===== src/rtl/arb_pkg.sv =====
// Shared types and constants for the four-way bus arbiter.
// Optional build macro: ARB_FIXED_PRIO_EN (fixed a>b>c>d priority in rr_pick4).
package arb_pkg;
  localparam int N_REQ  = 4;
  localparam int IDX_W  = 2;
  localparam int HOLD_W = 4;
  localparam int DATA_W = 16;

  typedef enum logic {
    IDLE  = 1'b0,
    GRANT = 1'b1
  } state_t;

  // One-hot strobe for a requester index.
  function automatic logic [N_REQ-1:0] idx_onehot(input logic [IDX_W-1:0] idx);
    return N_REQ'(1) << idx;
  endfunction
endpackage


===== src/rtl/bus_arbiter4way16_rr_pick4.sv =====
// Combinational requester picker.
// Default: round-robin search starting just after 'last', wrapping.
// With ARB_FIXED_PRIO_EN defined: fixed priority a>b>c>d, 'last' is ignored.
module rr_pick4
  import arb_pkg::*;
(
  input  logic [N_REQ-1:0] req,
  input  logic [IDX_W-1:0] last,
  output logic [IDX_W-1:0] pick,
  output logic             any
);
`ifdef ARB_FIXED_PRIO_EN
  logic unused_last;
  assign unused_last = ^last;

  // Lowest set index wins; scan downwards so the lowest overwrites last.
  always_comb begin
    any  = |req;
    pick = '0;
    for (int i = N_REQ - 1; i >= 0; i--) begin
      if (req[i]) pick = IDX_W'(i);
    end
  end
`else
  logic [IDX_W-1:0] cand;

  // Search offsets last+1 .. last+4; scan from the far end so the nearest wins.
  always_comb begin
    any  = |req;
    pick = '0;
    cand = '0;
    for (int k = N_REQ; k >= 1; k--) begin
      cand = last + IDX_W'(k);
      if (req[cand]) pick = cand;
    end
  end
`endif
endmodule


===== src/rtl/mux4way16.sv =====
// Plain 4-way 16-bit data multiplexer; select 0..3 picks a..d.
module mux4way16 (
  input  logic [15:0] a,
  input  logic [15:0] b,
  input  logic [15:0] c,
  input  logic [15:0] d,
  input  logic [1:0]  sel,
  output logic [15:0] out
);
  // Route the selected input straight through.
  always_comb begin
    out = a;
    case (sel)
      2'd0: out = a;
      2'd1: out = b;
      2'd2: out = c;
      2'd3: out = d;
      default: out = a;
    endcase
  end
endmodule


===== src/rtl/bus_arbiter4way16.sv =====
// Round-robin arbiter sharing one registered 16-bit output between four
// requesters, with a valid/ready output stage and a per-grant beat limit.
// Optional build macro: ARB_FIXED_PRIO_EN (fixed priority instead of round-robin).
module bus_arbiter4way16
  import arb_pkg::*;
#(
  parameter int MAX_HOLD = 4
)(
  input  logic              clk,
  input  logic              reset,
  input  logic [N_REQ-1:0]  req,
  input  logic [DATA_W-1:0] a,
  input  logic [DATA_W-1:0] b,
  input  logic [DATA_W-1:0] c,
  input  logic [DATA_W-1:0] d,
  output logic [N_REQ-1:0]  ack,
  output logic [IDX_W-1:0]  sel,
  output logic [DATA_W-1:0] out,
  output logic              out_valid,
  input  logic              out_ready
);
  state_t             state_q, state_d;
  logic [IDX_W-1:0]   sel_q, sel_d;
  logic [IDX_W-1:0]   last_q, last_d;
  logic [HOLD_W-1:0]  hold_q, hold_d;
  logic [DATA_W-1:0]  out_q, out_d;
  logic               out_valid_q, out_valid_d;

  logic [IDX_W-1:0]   pick;
  logic               any_req;
  logic [DATA_W-1:0]  mux_out;
  logic               space;
  logic               beat;
  logic               last_beat;

  rr_pick4 u_pick (
    .req  (req),
    .last (last_q),
    .pick (pick),
    .any  (any_req)
  );

  mux4way16 u_mux (
    .a   (a),
    .b   (b),
    .c   (c),
    .d   (d),
    .sel (sel_q),
    .out (mux_out)
  );

  // A beat is taken when the granted requester asks and the output slot is free
  // (empty, or being drained this very cycle).
  assign space     = !out_valid_q || out_ready;
  assign beat      = (state_q == GRANT) && req[sel_q] && space;
  assign last_beat = (hold_q == HOLD_W'(MAX_HOLD - 1));

  // State register: arbitration state plus output stage.
  always_ff @(posedge clk) begin
    if (reset) begin
      state_q     <= IDLE;
      sel_q       <= '0;
      last_q      <= IDX_W'(N_REQ - 1);
      hold_q      <= '0;
      out_q       <= '0;
      out_valid_q <= 1'b0;
    end else begin
      state_q     <= state_d;
      sel_q       <= sel_d;
      last_q      <= last_d;
      hold_q      <= hold_d;
      out_q       <= out_d;
      out_valid_q <= out_valid_d;
    end
  end

  // Next-state: arbitrate in IDLE, release on hold limit or dropped request.
  always_comb begin
    state_d = state_q;
    sel_d   = sel_q;
    last_d  = last_q;
    hold_d  = hold_q;
    case (state_q)
      IDLE: begin
        if (any_req) begin
          sel_d   = pick;
          hold_d  = '0;
          state_d = GRANT;
        end
      end
      GRANT: begin
        if (beat) begin
          if (last_beat) begin
            // Clear the counter on release so it never reaches MAX_HOLD.
            hold_d  = '0;
            last_d  = sel_q;
            state_d = IDLE;
          end else begin
            hold_d = hold_q + HOLD_W'(1);
          end
        end else if (!req[sel_q]) begin
          last_d  = sel_q;
          state_d = IDLE;
        end
        // Stalled with request held: keep grant and count untouched.
      end
      default: state_d = IDLE;
    endcase
  end

  // Outputs: accept strobe and output-stage next values.
  always_comb begin
    ack         = '0;
    out_d       = out_q;
    out_valid_d = out_valid_q;
    if (beat) begin
      ack         = idx_onehot(sel_q);
      out_d       = mux_out;
      out_valid_d = 1'b1;
    end else if (out_ready) begin
      out_valid_d = 1'b0;
    end
  end

  assign sel       = sel_q;
  assign out       = out_q;
  assign out_valid = out_valid_q;
endmodule


===== config.mk =====
export PLATFORM = sky130hd
export DESIGN_NAME = bus_arbiter4way16
export DESIGN_NICKNAME = d
export VERILOG_FILES = /design/src/rtl/arb_pkg.sv /design/src/rtl/bus_arbiter4way16_rr_pick4.sv /design/src/rtl/mux4way16.sv /design/src/rtl/bus_arbiter4way16.sv
export SDC_FILE = /design/constraint.sdc
export NUM_CORES = 1
export LEC_CHECK = 0
export CORE_MARGIN = 1.5
export CORE_UTILIZATION = 50
export DETAILED_ROUTE_END_ITERATION = 6
export DONT_BUFFER_PORTS = 1
export PLACE_DENSITY = 0.61
export SYNTH_ARGS = -nofsm -noshare
export SYNTH_HDL_FRONTEND = slang
export SYNTH_SLANG_ARGS = --single-unit

===== constraint.sdc =====
create_clock -name clk -period 2.1 [get_ports clk]
set_clock_uncertainty 0.05 [all_clocks]
set_input_delay 0.315 -clock clk [delete_from_list [all_inputs] [get_ports clk]]
set_output_delay 0.315 -clock clk [all_outputs]
set_load 0.1 [all_outputs]

Word level (Yosys, flattened, before mapping)
Index checks and enable logic that the tools add are counted.

word-level totals
  register bits = 26
  output and inout port bits = 23

cells by class
  add/sub/neg operators = 4
  order comparisons = 5
  eq/ne operators = 8
  shift operators = 1
  mux-type cells = 30
  bitwise gates (word level) = 1
  reductions and logical operators = 10

operators by type and width
  kind                                                         count
  one-hot mux 16 bit (4 select lines)                          1
  2-to-1 mux 4 bit                                             4
  less-than comparator 2 x 3 -> 1 bit (second input constant)  5
  2-to-1 mux 2 bit                                             7
  2-to-1 mux 1 bit                                             11
  binary-select mux 1 bit (select 2 bit)                       5
  one-hot mux 4 bit (2 select lines)                           1
  adder 2 bit (second input constant)                          2
  adder 4 x 1 -> 4 bit (second input constant)                 1
  == test 2 bit (second input constant)                        2
  == test 4 x 2 -> 1 bit (second input constant)               1
  inequality test 2 x 1 -> 1 bit (second input constant)       2
  inequality test 2 bit (second input constant)                2
  AND reduction 2 bit                                          2
  OR reduction 4 bit                                           1
  << shifter 1 x 2 -> 4 bit (first input constant)             1
  AND reduction 3 bit                                          1
  adder 2 x 1 -> 2 bit (second input constant)                 1
  == test 2 x 1 -> 1 bit (second input constant)               1
  logical AND 1 bit                                            2
  logical NOT 2 bit                                            1
  one-hot mux 1 bit (2 select lines)                           1
  nonzero test 2 bit                                           1
  logical NOT 1 bit                                            1
  other kinds (2)                                              2

Logic depth before layout (Yosys ltp)
  depth after elaboration = 6
  mapped depth = 6
  gate-level depth less buffers = 5

By module
A second synthesis with hierarchy kept.

unflattened totals
  cell total of the unflattened synthesis = 168
  area, all modules = 1652.8 µm²

by module, submodules not included
  module             instances  cells an instance  area each (µm²)
  bus_arbiter4way16  1          134                1137.3
  mux4way16          1          20                 424.2
  rr_pick4           1          14                 91.3

Least setup slack after synthesis
OpenSTA, ideal clock, no wires.

  path kind = register -> output
  start = reg sel_q[0], in the netlist sel[0]
  end = out ack[0]
  arrival time = 4.299 ns
  data required time = 1.735 ns
  setup slack = -2.564 ns
  stages on the path, launching flop included = 4
  path through = dfxtp_1 > buf_6 > clkbuf_1 > nor4b_1

on the way
  longest elaborated chain between the ends = 5

RTL lines
  item                                    RTL line                  RTL
  from (decl)                             bus_arbiter4way16.sv:23   logic [IDX_W-1:0] sel_q, sel_d;
  from (signal assigned)                  bus_arbiter4way16.sv:69   sel_q <= sel_d;
  binary-select mux 1 bit (select 2 bit)  bus_arbiter4way16.sv:55   assign beat = (state_q == GRANT) && req[sel_q] && space;
  2-to-1 mux 1 bit (not written as such)  bus_arbiter4way16.sv:55
  logical AND 1 bit (2 in a row)          bus_arbiter4way16.sv:55
  2-to-1 mux 4 bit (*)                    bus_arbiter4way16.sv:116  if (beat) begin
  to (decl)                               bus_arbiter4way16.sv:16   output logic [N_REQ-1:0] ack,

Mark *: on every way between the ends. The rest lies on a longest branch, timed or not. The select of a mux whose other input is x is not followed.

Worst setup path in the final report
  start = reg sel_q[0], in the netlist sel[0]
  end = out ack[2]

Same word-level chain as after synthesis.

==> metrics.cfg <==
[worst_hold_path]
worst_hold_path_type = input port to flip-flop

[place]
port_buffers = 0
dp_cells = 203
dp_hpwl_um = 2584
finalWeightedCongestion = 0.8271

[yosys]
yosys_register_bits = 26
muxShareOfSynthArea_pct = 26.61
synth_seq_area_share_pct = 34.38
ys_types = 29
synthAdderAreaFrac_pct = 0.8264
synth_simple_gate_area_share_pct = 21.98
yosys_warnings = 0
syn_area_per_cell_um2 = 9.345
synth_compound_area_share_pct = 11.82
synth-xor-area-share_pct = 0
netlist_area_mm2 = 0.001514
syn-instance-count = 162
syn_nets = 234
synth_top_family_by_area = multiplexers

[global_route]
grt_max_degree = 24
grt_pass1_vias = 1243
antenna_found_initial = 0
grt-ovfl-total = 0
grt_use_total_pct = 22.31
grt_pass1_wl_um = 5658

[route]
drt-total-wl_um = 3574
drc_errors = 3
firstDrtPassIters = 7
drtAntennaViolNets = 0
vias = 1311
wl_per_cell_um = 16.86
dr.first_iter.drc_count = 42
via_per_inst = 6.184

[pwr]
pwr-share-comb_pct = 42.1
cellPowerDensity_mw_per_mm2 = 742.3
power_mw = 1.363
ir_drop_uv = 526.3
p_sw_mw = 0.5640
p_seq_share_pct = 41.7
p_int_mw = 0.7985
p_sw_share_pct = 41.39
p_leak_nw = 0.6823
clkPwrFrac_pct = 16.2

[setup_path]
crit_path_top_delay_cell = mux4_2
critPathMaxFanout = 4
crit_chain = mux4_2 -> and3_4 -> nand2_4 -> nor2_4 -> buf_12
cp-start-kind = flip-flop
cpPeakStageDelay_ns = 0.50
required_ns = 1.74
end_kind = output port
critPathArrivalTime_ns = 1.68
criticalPathCategory = flip-flop to output port

[status]
status = finished, violations left
violations = DRC

[final_layout]
drive_above_1_share_pct = 33.70
nets = 254
fillers = 234
antenna_cells = 0
final_cells = 212
syn2layout_area_growth_pct = 21.24
final_common_cell = nand2_1
final_cell_mix = 36 x nand2_1, 23 x buf_4, 22 x dfxtp_1

[sta]
relSlewSlack_pct = 46.21
min_period_ns = 2.040
hold_slack_ns = 0.09223
period_share_pct = 97.15
worst_pin_slew_ns = 0.8041
fmax_ghz = 0.4902
final_hold_viol_count = 0
rsz0062_at_grt = no
setup_viol = 0
final-max-slew-violation-count = 0

[cts]
clkSinkCount = 26
cts-buffers-inserted = 3
cts_tree = yes
cts_max_level = 1
root_buffer = clkbuf_4
clkLatencyLatePin_ns = 0.33
clk_pin_slew_ns = 0.14
clk_path_buf_depth = 2

[floorplan]
die_w_um = 58.03
rows = 19
start_util_pct = 53.97
die_area_mm2 = 0.003367
core_area_mm2 = 0.002805
die_h_um = 58.03
ios = 94

[flow_run]
maxCapViolCount = 0

==> Yosys cell counts <==
cell type / n / area share, %
a211oi_1: 1 / 0.50
a21boi_1: 1 / 0.50
a21o_1: 2 / 0.99
a21oi_1: 21 / 6.9
and3_1: 2 / 0.83
and3_4: 1 / 0.74
buf_2: 5 / 1.7
buf_6: 1 / 0.74
clkbuf_1: 7 / 1.7
dfxtp_1: 26 / 34
ha_1: 1 / 0.83
inv_1: 1 / 0.25
mux2i_1: 2 / 1.3
mux4_2: 17 / 25
nand2_1: 38 / 9.4
nand2b_1: 6 / 2.5
nand3_1: 6 / 2.0
nand3b_1: 1 / 0.50
nand4b_1: 1 / 0.58
nor2_1: 9 / 2.2
nor3_1: 2 / 0.66
nor4_1: 1 / 0.41
nor4b_1: 2 / 1.2
o211ai_1: 1 / 0.50
o21ai_0: 2 / 0.66
o22a_1: 1 / 0.58
o32ai_1: 2 / 1.2
or2_2: 1 / 0.41
or3b_2: 1 / 0.58
==> stage by stage <==
stage | area [um^2] | TNS [ns] | util (%) | setup slack, ns
floorplan | 1603 | -0.3474 | - | -0.1211
global placement | 1758 | 0 | 62.67 | 0.2393
detailed placement | 1758 | 0 | 62.67 | 0.2182
CTS | 1827 | 0 | 65.12 | 0.04243
global route | 1836 | 0 | 65.43 | 0.004329
finish | 1836 | 0 | 65.43 | 0.05994
==> logic make-up after synthesis <==
family / count (synthesis)
adders and majority gates: 1
muxes: 19
and+or+nand+nor: 71
AOI/OAI and AO/OA: 31
buffers and inverters: 14
DFF: 26
==> worst max-delay path: cells and delay by family (launching register included) <==
kind	cells	cell delay [ns]
flops	1	0.37
mux	1	0.50
simple gates	3	0.29
buf+inv	1	0.17
==> metal layers <==
layer | up-vias | track usage [%] | part of all wire (%)
li1 | 629 | - | -
met4 | 0 | 7.641 | 1.7
met5 | - | 0 | 0
met2 | 72 | 39.94 | 51
met1 | 602 | 25.62 | 38
met3 | 8 | 6.027 | 8.6
==> state kept, by name, summed over array words and instances (netlist names) <==
name	cells
out_valid	1
hold_q	4
sel	2
out	16
last_q	2
state_q	1
==> power by group through the flow <==
stage	clock, mW	combinational (mW)	sequential (mW)
2_1_floorplan	0	0.291	0.776
3_3_place_gp	0	0.539	0.583
3_5_place_dp	0	0.542	0.584
4_1_cts	0.226	0.574	0.566
5_1_grt	0.249	0.605	0.574
6_report	0.221	0.574	0.568
==> repair_timing <==
item | CTS | global route
pin swaps | 1 | 2
endpoints found under the hold margin | 22 | 0
setup endpoints to repair | 2 | 2
resized for setup | 1 | 3
setup buffers | 3 | 0
hold buffers | 1 | 0
gates cloned | 1 | 0
==> area by class of cell <==
class | instances | area, um^2 | share of cell area, %
Multi-Input combinational cell | 123 | 991.0 | 53.99
Sequential cell | 26 | 533.0 | 29.04
Tap cell | 31 | 38.79 | 2.113
Timing Repair Buffer | 27 | 242.7 | 13.22
Clock buffer | 4 | 26.28 | 1.431
Inverter | 1 | 3.754 | 0.2045
==> final timing paths <==
kind	start	end	slack, ns	cells past startpoint
setup / recovery	sel[0]	ack[2]	0.06	5
hold / removal	reset	last_q[0]	0.09	2
setup reg to reg	sel[0]	hold_q[0]	0.23	6
hold reg to reg	out[0]	out[0]	0.42	2
(Power assumes the default switching activity.)
